### src/rtl/serial_subtractor_pkg.sv
// Shared types and helpers for the bit-serial subtractor.
package serial_subtractor_pkg;

  typedef enum logic [1:0] {
    StIdle,
    StRun,
    StDone
  } state_e;

  // Bit-counter width; a one-bit counter is the minimum even for WIDTH=2.
  function automatic int unsigned cnt_width(input int unsigned width);
    return (width < 2) ? 1 : $clog2(width);
  endfunction

endpackage

### src/rtl/serial_subtractor_if.sv
// Start/ready handshake plus result bus of the serial subtractor.
interface serial_subtractor_if #(
  parameter int unsigned WIDTH = 16
) ();
  logic             start;
  logic [WIDTH-1:0] a;
  logic [WIDTH-1:0] b;
  logic             ready;
  logic             busy;
  logic             done;
  logic [WIDTH-1:0] diff;
  logic             borrow;
  logic             overflow;

  modport master (
    output start, a, b,
    input  ready, busy, done, diff, borrow, overflow
  );

  modport slave (
    input  start, a, b,
    output ready, busy, done, diff, borrow, overflow
  );
endinterface

### src/rtl/full_subtractor.sv
// One-bit full subtractor built from two-input NANDs, with a behavioural
// twin checked against the gate network.
module full_subtractor (
  input  logic i_x,
  input  logic i_y,
  input  logic i_bin,
  output logic o_d,
  output logic o_bout
);
  logic w_n1, w_n2, w_n3, w_p;
  logic w_m1, w_m2, w_m3;
  logic w_nx, w_np, w_t1, w_t2;
  logic [1:0] w_beh;

  // w_p = x ^ y, then o_d = w_p ^ bin
  assign w_n1 = ~(i_x & i_y);
  assign w_n2 = ~(i_x & w_n1);
  assign w_n3 = ~(i_y & w_n1);
  assign w_p  = ~(w_n2 & w_n3);
  assign w_m1 = ~(w_p & i_bin);
  assign w_m2 = ~(w_p & w_m1);
  assign w_m3 = ~(i_bin & w_m1);
  assign o_d  = ~(w_m2 & w_m3);

  // o_bout = (~x & y) | (~(x ^ y) & bin)
  assign w_nx   = ~(i_x & i_x);
  assign w_np   = ~(w_p & w_p);
  assign w_t1   = ~(w_nx & i_y);
  assign w_t2   = ~(w_np & i_bin);
  assign o_bout = ~(w_t1 & w_t2);

  assign w_beh = {1'b0, i_x} - {1'b0, i_y} - {1'b0, i_bin};

  always_comb begin : p_equiv
    assert (w_beh == {o_bout, o_d});
  end

endmodule

### src/rtl/serial_subtractor.sv
// Bit-serial a - b, LSB first, one full-subtractor cell and a borrow FF.
// Result, borrow and overflow are registered once at the end of RUN.
module serial_subtractor
  import serial_subtractor_pkg::*;
#(
  parameter int unsigned WIDTH = 16
) (
  input  logic                clk,
  input  logic                rst,
  serial_subtractor_if.slave  bus
);
  localparam int unsigned CntW = cnt_width(WIDTH);
  localparam logic [CntW-1:0] LastCnt = CntW'(WIDTH - 1);

  state_e           r_state;
  logic [WIDTH-1:0] r_a, r_b, r_res, r_diff;
  logic [CntW-1:0]  r_cnt;
  logic             r_bin, r_a_msb, r_b_msb;
  logic             r_ready, r_busy, r_done, r_borrow, r_ovf;
  logic             w_d, w_bout;
  logic             w_unused;

  full_subtractor u_cell (
    .i_x    (r_a[0]),
    .i_y    (r_b[0]),
    .i_bin  (r_bin),
    .o_d    (w_d),
    .o_bout (w_bout)
  );

  // The last result bit comes straight from the cell, so r_res[0] is never read.
  assign w_unused = r_res[0];

  always_ff @(posedge clk or posedge rst) begin
    if (rst) begin
      r_state  <= StIdle;
      r_a      <= '0;
      r_b      <= '0;
      r_res    <= '0;
      r_diff   <= '0;
      r_cnt    <= '0;
      r_bin    <= 1'b0;
      r_a_msb  <= 1'b0;
      r_b_msb  <= 1'b0;
      r_ready  <= 1'b1;
      r_busy   <= 1'b0;
      r_done   <= 1'b0;
      r_borrow <= 1'b0;
      r_ovf    <= 1'b0;
    end else begin
      unique case (r_state)
        StIdle: begin
          if (bus.start) begin
            r_a     <= bus.a;
            r_b     <= bus.b;
            r_a_msb <= bus.a[WIDTH-1];
            r_b_msb <= bus.b[WIDTH-1];
            r_bin   <= 1'b0;
            r_cnt   <= '0;
            r_res   <= '0;
            r_state <= StRun;
            r_ready <= 1'b0;
            r_busy  <= 1'b1;
          end
        end
        StRun: begin
          r_res <= {w_d, r_res[WIDTH-1:1]};
          r_a   <= r_a >> 1;
          r_b   <= r_b >> 1;
          r_bin <= w_bout;
          r_cnt <= r_cnt + CntW'(1);
          if (r_cnt == LastCnt) begin
            r_diff   <= {w_d, r_res[WIDTH-1:1]};
            r_borrow <= w_bout;
            r_ovf    <= (r_a_msb != r_b_msb) && (w_d != r_a_msb);
            r_state  <= StDone;
            r_busy   <= 1'b0;
            r_done   <= 1'b1;
          end
        end
        default: begin
          r_state <= StIdle;
          r_done  <= 1'b0;
          r_ready <= 1'b1;
        end
      endcase
    end
  end

  assign bus.ready    = r_ready;
  assign bus.busy     = r_busy;
  assign bus.done     = r_done;
  assign bus.diff     = r_diff;
  assign bus.borrow   = r_borrow;
  assign bus.overflow = r_ovf;

endmodule

### src/flat_wrapper.sv
// flat-port wrapper written by rule: the top's interface ports become plain ports
module serial_subtractor_flat import serial_subtractor_pkg::*;
#(
  parameter int unsigned WIDTH = 16
)
  (clk, rst, bus_start, bus_a, bus_b, bus_ready, bus_busy, bus_done, bus_diff, bus_borrow, bus_overflow);
  serial_subtractor_if #(.WIDTH(WIDTH)) bus_i ();
  input  logic clk;
  input  logic rst;
  input wire logic [$bits(bus_i.start)-1:0] bus_start;
  input wire logic [$bits(bus_i.a)-1:0] bus_a;
  input wire logic [$bits(bus_i.b)-1:0] bus_b;
  output wire logic [$bits(bus_i.ready)-1:0] bus_ready;
  output wire logic [$bits(bus_i.busy)-1:0] bus_busy;
  output wire logic [$bits(bus_i.done)-1:0] bus_done;
  output wire logic [$bits(bus_i.diff)-1:0] bus_diff;
  output wire logic [$bits(bus_i.borrow)-1:0] bus_borrow;
  output wire logic [$bits(bus_i.overflow)-1:0] bus_overflow;
  assign bus_i.start = bus_start;
  assign bus_i.a = bus_a;
  assign bus_i.b = bus_b;
  assign bus_ready = bus_i.ready;
  assign bus_busy = bus_i.busy;
  assign bus_done = bus_i.done;
  assign bus_diff = bus_i.diff;
  assign bus_borrow = bus_i.borrow;
  assign bus_overflow = bus_i.overflow;
  serial_subtractor #(.WIDTH(WIDTH)) u_core (.clk(clk), .rst(rst), .bus(bus_i));
endmodule
### config.mk
export PLATFORM = sky130hd
export DESIGN_NAME = serial_subtractor_flat
export DESIGN_NICKNAME = d
export VERILOG_FILES = /design/src/rtl/serial_subtractor_pkg.sv /design/src/rtl/serial_subtractor_if.sv /design/src/rtl/full_subtractor.sv /design/src/rtl/serial_subtractor.sv /design/src/flat_wrapper.sv
export SDC_FILE = /design/constraint.sdc
export NUM_CORES = 1
export LEC_CHECK = 0
export BUFFER_PORTS_ARGS = -buffer_cell sky130_fd_sc_hd__buf_2
export CAP_MARGIN = 20
export CORE_MARGIN = 2
export CORE_UTILIZATION = 42
export DETAILED_ROUTE_END_ITERATION = 12
export PLACE_DENSITY_LB_ADDON = 0.3
export SETUP_SLACK_MARGIN = 0.4
export SYNTH_ARGS = -nofsm -noshare
export SYNTH_HDL_FRONTEND = slang
export SYNTH_SLANG_ARGS = --single-unit
### constraint.sdc
create_clock -name clk -period 2.1 [get_ports clk]
set_clock_uncertainty 0.2 [all_clocks]
set_input_delay 0 -clock clk [delete_from_list [all_inputs] [get_ports clk]]
set_output_delay 0 -clock clk [all_outputs]
set_load 0.05 [all_outputs]
==> results.toml, run 1 <==
[status]
status = "finished clean"

[synthesis]
ys_types = 32
syn_avg_cell_area_sq_um = 11.6
synth_compound_area_frac = 0.215
post-synth-top-count-cell = "dfrtp_1"
async_flop_share = 1.00
syn_inst = 291
synth_top_family_by_area = "compound AO/OA/AOI/OAI gates"
ys_warn_count = 0
synthSimpleGateAreaFrac = 0.0884
yosys.area.top_type = "dfrtp_1"
post_synth_xor_area_fraction = 0
yosys.area_share.adder = 0.00966
syn-num-nets = 328
synth_top_area_share = 0.565
synthMuxAreaShare = 0.0743
ys_top_cells_by_count = "dfrtp_1, o21ai_0, a21oi_1"
ys.flop_type = "dfrtp_1"
ys_top_cells_by_area = "dfrtp_1, a22oi_1, o21ai_0, nor2b_1, a22o_1"
ys_seq_elements = 77
synth_edf_count = 0
yosysSeqAreaShare = 0.572
synth_area_sq_um = 3370

[worst_setup_path]
path_class = "flip-flop to flip-flop"
r2r_slack_ps = 390
cp.arrival_ps = 1750
path_max_fanout = 7
timing.rr.end = "u_core.bus.diff[0]$_DFFE_PP0P_"
worstPathRequired_ps = 2140
end_kind = "flip-flop"
rr_startpoint = "u_core.r_state[1]$_DFFE_PP0P_"
worstSetupStartpointType = "flip-flop"
reg2reg_depth = 4

[detailed_routing]
drcViolationCount = 0
routedWlPerCell_microns = 15.0
drt_wl_total_microns = 7400
vias = 2583
drtIter0Drc = 149
firstDrtPassIters = 4
ant_nets = 0
vias_per_cell = 5.25

[layout]
fin_nets = 423
diodes = 0
n_fill_cell = 679
drive_above_1_share = 0.303
area_growth_pct = 32.4

[global_route]
grt_pass1_wl_microns = 12100
antenna_found_initial = 0
grt_pass1_vias = 2527
grt_usage = 0.178
grt_max_degree = 52
grt_overflow = 0

[sta]
finalMaxSlewViolations = 0
hold_viol = 0
relSlewSlack = 0.590
period_needed_ps = 1710
tightest_slew_ps = 613
fmax_ghz = 0.585
setup_violations = 0
fin_crit_sh = 0.814
fin_setup_tns_ps = 0
grt_setup_unrepaired = "true"

[clock_tree]
cts_sinks = 77
cts-root-buf = "clkbuf_8"
cts_max_path_buffers = 2
cts_tree = "yes"
numCtsBuffers = 9
clk_pin_slew_ps = 80
htreeDepth = 3
clk_latency_ps = 350

[pwr]
ir_drop_mv = 0.537
p_total_uw = 5810
p_per_area_nw_per_um2 = 1300
p_leak_uw = 0.00213

[die]
die-area_sq_um = 8750
die_x_microns = 93.6
rows = 32
num_io_pins = 56
core_sq_um = 7770
initial_core_util = 0.434
die-height_microns = 93.6

[place]
gp_congestion = 0.732
hpwl_microns = 4450
io_buffers = 55

[worst_hold_path]
worstHoldStart = "bus_start"
min_path_cells = 4
hold_end = "u_core.r_a[11]$_DFFE_PP0P_"
hold_path_class = "input port to flip-flop"

[job]
maxCapViolCount = 0
-- layout by cell type, fill, tap and decap left out, types with 3 or more instances in the layout --
master / instances
a21oi_1: 29
o21ai_0: 36
buf_2: 55
nand2_1: 8
buf_4: 13
dfrtp_1: 76
dlygate4sd3_1: 34
buf_12: 4
nand2b_1: 3
clkbuf_8: 9
and3b_1: 4
a22o_1: 18
mux2_2: 11
nor2b_1: 25
mux2_4: 8
a22oi_1: 26
-- flip-flops by register name, summed over array words and instances (netlist names) --
name	flops
u_core.bus.diff	16
u_core.r_a	16
u_core.r_b	16
u_core.r_res	15
u_core.r_cnt	4
u_core.r_state	2
u_core.bus.borrow	1
u_core.bus.busy	1
u_core.bus.done	1
u_core.bus.overflow	1
u_core.bus.ready	1
u_core.r_a_msb	1
u_core.r_b_msb	1
u_core.r_bin	1
-- critical path, stage by stage, from the launching register on --
cell and delay [ps]:
dfrtp_1 410, nand2b_1 210, or2_4 330, buf_12 160
mux2_4 280
-- layout make-up --
class	instances	area [sq um]	area share
sequential	77	1930	0.432
multi-input combinational	186	1350	0.302
timing repair buffer	107	818	0.183
tap	102	128	0.0286
clock buffer	9	124	0.0278
clock inverter	6	87.6	0.0196
inverter	5	27.5	0.00617
-- cells by family (layout without fill, tap and decap cells) --
group	count (synthesis)	count (layout)
AO/OA/AOI/OAI	115	115
flip-flops	77	77
AND/OR/NAND/NOR	49	49
buffers and inverters	28	127
multiplexers	20	20
adder cells (fa/ha/maj)	2	2
-- stage by stage --
stage               instance area [sq um]   util  cells  setup WS (ps)  hold slack (ps)
finish                               4460  0.574    492            390             19.1
floorplan                            3380      -    291            372            -60.1
CTS                                  4390  0.565    488            395             6.53
detailed placement                   3770  0.485    434            182            -92.9
global route                         4460  0.574    492            353             24.6
global placement                     3770  0.485    434            280            -92.7
-- report_power, final --
part / internal (uW) / switching (uW)
clock network: 664 / 543
logic: 947 / 1210
registers: 2050 / 397
-- routing by layer --
metal,routed length [microns],global-route usage,part of all wire
met1,3490,0.242,0.47
met2,3440,0.269,0.47
met3,311,0.0330,0.042
met4,156,0.0990,0.021
met5,0,0,0
-- worst max-delay path by stage --
stage / from / endpoint / slack (ps) / depth (start not counted)
after floorplan: u_core.r_cnt[0]$_DFFE_PP0P_ / u_core.bus.diff[0]$_DFFE_PP0P_ / 370 / 6
after CTS: u_core.r_cnt[1]$_DFFE_PP0P_ / u_core.bus.diff[0]$_DFFE_PP0P_ / 400 / 5
final: u_core.r_state[1]$_DFFE_PP0P_ / u_core.bus.diff[0]$_DFFE_PP0P_ / 390 / 4
after global routing: u_core.r_b[0]$_DFFE_PP0P_ / u_core.bus.overflow$_DFFE_PP0P_ / 350 / 5
after detailed placement: u_core.r_state[1]$_DFFE_PP0P_ / u_core.r_a[1]$_DFFE_PP0P_ / 180 / 3
after global placement: u_core.r_state[1]$_DFFE_PP0P_ / u_core.r_a[3]$_DFFE_PP0P_ / 280 / 3
-- what timing repair did --
| action | CTS | global route |
|---|---|---|
| cloned | 0 | 1 |
| endpoints found under the setup margin | 63 | 40 |
| pin swaps | 2 | 5 |
| gates resized for setup | 7 | 6 |
| endpoints found under the hold margin | 111 | 0 |
| setup buffers | 5 | 3 |
| hold buffers | 34 | 0 |
(Power assumes the default switching activity.)
==> run 2, diff against run 1 <==
- clock period: 2.1 -> 1.8 ns (I/O delays scaled with it)
==> run 2 against run 1 <==
Against the previous run: sequential share of layout area decreased by 6.9 points; non-clock buffer count rose by 38; final cell count rose by 8.1%; utilization grew 11 points; design area grew 19%; first-iteration DRC count increased by 56%; hold slack improved by 52 ps; die area is the same; count of clock-buffer cells in the layout is the same; critical path type unchanged; critical path depth stayed put.
==> results.toml, run 2 (synthesis gave the netlist of run 1 again) <==
[detailed_routing]
firstDrtPassIters = 4
drt_wl_total_microns = 9840
routedWlPerCell_microns = 18.5
vias = 2858
ant_nets = 0
drtIter0Drc = 232
vias_per_cell = 5.37
drcViolationCount = 0

[clock_tree]
htreeDepth = 3
cts-root-buf = "clkbuf_8"
numCtsBuffers = 9
clk_pin_slew_ps = 90
cts_sinks = 77
clk_latency_ps = 360
cts_tree = "yes"
cts_max_path_buffers = 2

[pwr]
p_leak_uw = 0.00248
p_per_area_nw_per_um2 = 1480
ir_drop_mv = 0.910

[worst_setup_path]
slowest_delay_ps = 600
path_max_fanout = 3
end_kind = "flip-flop"
path_cells = "inv_1 -> fa_1 -> o22ai_1 -> mux2_4"
crit_start = "u_core.r_bin$_DFFE_PP0P_"
worstSetupStartpointType = "flip-flop"
worstPathRequired_ps = 1840
cp.arrival_ps = 1750
critPathSlowestCell = "fa_1"
path_class = "flip-flop to flip-flop"
rr_startpoint = "u_core.r_bin$_DFFE_PP0P_"

[place]
io_buffers = 55
pre_cts_ws_ps = -103
post_dp_cell_area_sq_um = 3870
hpwl_microns = 4700
gp_congestion = 0.703

[layout]
drive_above_1_share = 0.472
diodes = 0
fin_area_sq_um = 5310
layout_common_cells = "dfrtp_1, buf_2, dlygate4sd3_1"
final_util = 0.683
fin_nets = 462
final_common_cell = "dfrtp_1"
area_growth_pct = 57.5

[global_route]
grt_usage = 0.218
grt_overflow = 0
antenna_found_initial = 0
grt_pass1_wl_microns = 14700
grt_max_degree = 55
grt_pass1_vias = 2888

[sta]
tightest_slew_ps = 358
fin_setup_tns_ps = 0
relSlewSlack = 0.762
fin_crit_sh = 0.953
setup_violations = 0
finalMaxSlewViolations = 0
period_needed_ps = 1710
fmax_ghz = 0.583
worst_slack_ps = 85.4
whs_ps = 70.8
hold_viol = 0
grt_setup_unrepaired = "true"

[die]
rows = 32
initial_core_util = 0.434
core_sq_um = 7770
die_x_microns = 93.6
die-height_microns = 93.6
die-area_sq_um = 8750
num_io_pins = 56

[job]
maxCapViolCount = 0

[worst_hold_path]
hold_path_class = "input port to asynchronous set/reset pin"

[status]
status = "finished clean"
run 2: cell types whose count changed in the layout (fill, tap and decap cells not counted), moves of 7 or more:
cell	previous run	this run
nand2_1	8	1
a22oi_2	0	25
o21ai_0	36	2
buf_6	0	15
a22oi_1	26	1
buf_12	4	13
o21ai_1	1	31
run 2: path summary, 6_finish.rpt:
check | endpoint | slack (ps) | cells after the start
worst max-delay path | u_core.bus.overflow$_DFFE_PP0P_ | 90 | 4
worst min register to register | u_core.bus.busy$_DFFE_PP0P_ | 290 | 1
worst min-delay path | u_core.bus.done$_DFFE_PP0P_ | 70 | 4
worst max register to register | u_core.bus.overflow$_DFFE_PP0P_ | 90 | 4
min in group clk | u_core.r_b[10]$_DFFE_PP0P_ | 70 | 5
max in group asynchronous | u_core.bus.ready$_DFFE_PP1P_ | 1050 | 4
run 2: metal layers:
metal,GRT usage,part of all wire,wire length (microns)
met1,0.288,0.44,4340
met2,0.360,0.49,4840
met5,0,0,0
met4,0.0700,0.019,182
met3,0.0483,0.048,477
run 2: report_power, final:
group,total (uW),switching [uW],internal [uW]
combinational,3650,1820,1830
sequential,2980,586,2400
clock,1210,695,519
total,7850,3100,4750
run 2: repair_timing:
action                                  CTS  global route
cloned                                    9             2
gates resized for setup                  80            30
endpoints found under the setup margin   77            77
hold buffers                             34             0
endpoints found under the hold margin   111             0
buffers inserted                         21             7
pin swaps                                21            19
run 2: final cells by class:
cell class	count	area [sq um]
multi-input combinational	187	1610
timing repair buffer	145	1430
tap	102	128
fill	560	2460
sequential	77	1930
clock inverter	7	58.8
clock buffer	9	124
inverter	5	27.5
run 2: metrics by stage:
stage	cells	total power (uW)
after global routing	532	8260
after global placement	443	5260
final	532	7850
after detailed placement	443	5340
after CTS	523	7390
after floorplan	291	4740
run 2: critical path: cells and delay by family (launching register included):
kind	cells	cell delay, ps
adder cells (fa/ha/maj)	1	600
flip-flops	1	390
multiplexers	1	250
AO/OA/AOI/OAI	1	100
buffers and inverters	1	70
==> run 3, diff against run 2 <==
- ABC_AREA: unset -> 1
==> run 3 against run 2 <==
Against the previous run: hold slack improved by 2.5 ps; synthesized area down 4.3%; global-route usage is 3.6 points lower; sequential power up 1%; register-to-register slack improved by 190 ps; clock power is 9% higher; via count fell by 0.42%; flip-flop and latch count stayed put; design area decreased by 12%.
==> results.toml, run 3 <==
[global_route]
grt_overflow = 0
grt_usage = 0.182
grt_pass1_vias = 2521
grt_max_degree = 78
grt_pass1_wl_microns = 12000
antenna_found_initial = 0

[layout]
final_common_cell = "nand2_1"
diodes = 0
area_growth_pct = 45.4
drive_above_1_share = 0.308
multi_input_area_sq_um = 1240
register_area_sq_um = 1930
layout_common_cells = "nand2_1, dfrtp_1, nand3_1"
n_fill_cell = 570
fin_nets = 503

[place]
gp_congestion = 0.724
io_buffers = 55
hpwl_microns = 4250

[synthesis]
syn_inst = 356
yosys.area.top_type = "dfrtp_1"
synth_edf_count = 0
syn_avg_cell_area_sq_um = 9.05
synth_area_sq_um = 3220
ys_seq_elements = 77
ys.flop_type = "dfrtp_1"
ys_top_cells_by_count = "nand2_1, dfrtp_1, nand3_1"
syn-num-nets = 393
yosysSeqAreaShare = 0.598
synth_top_area_share = 0.590
ys_types = 21
post-synth-top-count-cell = "nand2_1"
async_flop_share = 1.00
ys_warn_count = 0
ys_top_cells_by_area = "dfrtp_1, nand2_1, nand3_1, inv_1, o22ai_1"

[pwr]
swShare = 0.430
clockPowerShare = 0.166
p_per_area_nw_per_um2 = 1700
ir_drop_mv = 0.664
power.switching_uw = 3420
pwr-share-seq = 0.380
internal_power_uw = 4540
p_leak_uw = 0.00227
combPwrFrac = 0.454

[die]
num_io_pins = 56
core_sq_um = 7330
die-height_microns = 91.6
initial_core_util = 0.440
rows = 31
die_x_microns = 91.6
die-area_sq_um = 8390

[detailed_routing]
drt_wl_total_microns = 8030
drcViolationCount = 0
vias = 2846
vias_per_cell = 4.99
ant_nets = 0
routedWlPerCell_microns = 14.1
firstDrtPassIters = 4
drtIter0Drc = 199

[sta]
relSlewSlack = 0.728
finalMaxSlewViolations = 0
whs_ps = 73.3
tightest_slew_ps = 408
period_needed_ps = 1520
setup_violations = 0
fmax_ghz = 0.657
grt_setup_unrepaired = "true"
fin_crit_sh = 0.845
hold_viol = 0
fin_setup_tns_ps = 0

[clock_tree]
clk_latency_ps = 360
numCtsBuffers = 9
cts_max_path_buffers = 2
cts_tree = "yes"
htreeDepth = 3
clk_pin_slew_ps = 80
cts-root-buf = "clkbuf_8"
cts_sinks = 77

[worst_setup_path]
rr_startpoint = "u_core.r_a[0]$_DFFE_PP0P_"
path_max_fanout = 3
end_kind = "flip-flop"
path_class = "flip-flop to flip-flop"
crit_start = "u_core.r_a[0]$_DFFE_PP0P_"
worstSetupStartpointType = "flip-flop"
worstPathRequired_ps = 1860
cp.arrival_ps = 1580

[status]
status = "finished clean"

[worst_hold_path]
hold_path_class = "input port to asynchronous set/reset pin"

[job]
maxCapViolCount = 0
run 3: changes by cell type after synthesis, moves of 7 or more:
cell	before	now
mux2_4	7	0
inv_1	4	23
clkbuf_1	8	0
o21ai_0	36	7
mux2_2	12	0
a21oi_1	29	1
nand3_1	1	71
a22oi_1	26	0
a22o_1	18	0
o22ai_1	1	13
nand2_1	8	129
nor2b_1	27	0
run 3: cell type report:
class                           instances  share of cell area
Clock buffer                           10              0.0272
Multi-Input combinational cell        234               0.265
Tap cell                               99              0.0264
Clock inverter                          6              0.0149
Timing Repair Buffer                  119               0.231
Inverter                               25              0.0240
Sequential cell                        77               0.412
run 3: worst max-delay path: stages (launching register included):
cell and delay (ps):
dfrtp_1 400, fa_1 560, inv_2 60, nand3_2 50, nand2_1 50, nand2_1 60, nand2_1 50
run 3: logic make-up (layout without fill, tap and decap cells):
| group | after synthesis | count (layout) | share of synthesized area |
|---|---|---|---|
| compound gates | 21 | 21 | 0.0377 |
| flops | 77 | 77 | 0.598 |
| fa+ha+maj | 2 | 2 | 0.0101 |
| xor+xnor | 1 | 1 | 0.00272 |
| simple gates | 210 | 210 | 0.280 |
| buf+inv | 45 | 160 | 0.0710 |
run 3: routing by layer:
metal,vias up,global-route usage,share of wire
li1,1373,-,-
met1,1366,0.248,0.43
met5,-,0,0
met2,89,0.276,0.50
met3,18,0.0481,0.043
met4,0,0.0732,0.024
run 3: worst paths after layout:
kind / to / slack [ps] / depth (start not counted)
max: u_core.bus.overflow$_DFFE_PP0P_ / 280 / 6
min: u_core.r_a[12]$_DFFE_PP0P_ / 70 / 4
max reg2reg: u_core.bus.overflow$_DFFE_PP0P_ / 280 / 6
min reg2reg: u_core.bus.diff[5]$_DFFE_PP0P_ / 270 / 2
max in group asynchronous: u_core.bus.ready$_DFFE_PP1P_ / 970 / 4
min in group clk: u_core.r_a[4]$_DFFE_PP0P_ / 180 / 4
run 3: power by group through the flow:
stage	clock [uW]	sequential, uW	combinational (uW)
2_1_floorplan	0	3670	1380
3_5_place_dp	0	2950	2760
4_1_cts	1340	2930	2980
6_report	1320	3020	3620
3_3_place_gp	0	2930	2700
5_1_grt	1410	3100	3900
run 3: per-stage QoR:
step	util	worst slack, ps	cells	total power [uW]	instance area [sq um]
2_1_floorplan	-	316	356	5050	3230
3_3_place_gp	0.489	252	499	5630	3580
3_5_place_dp	0.489	219	499	5710	3580
4_1_cts	0.580	283	556	7250	4250
5_1_grt	0.639	225	570	8410	4690
6_report	0.639	279	570	7960	4690
run 3: repair_timing:
item                                   in CTS  in global routing
cloned                                      2                  5
setup endpoints to repair                  71                 76
resized for setup                          19                 66
endpoints found under the hold margin     116                  0
pin swaps                                   6                  9
hold buffers                               34                  0
setup buffers                               5                  9
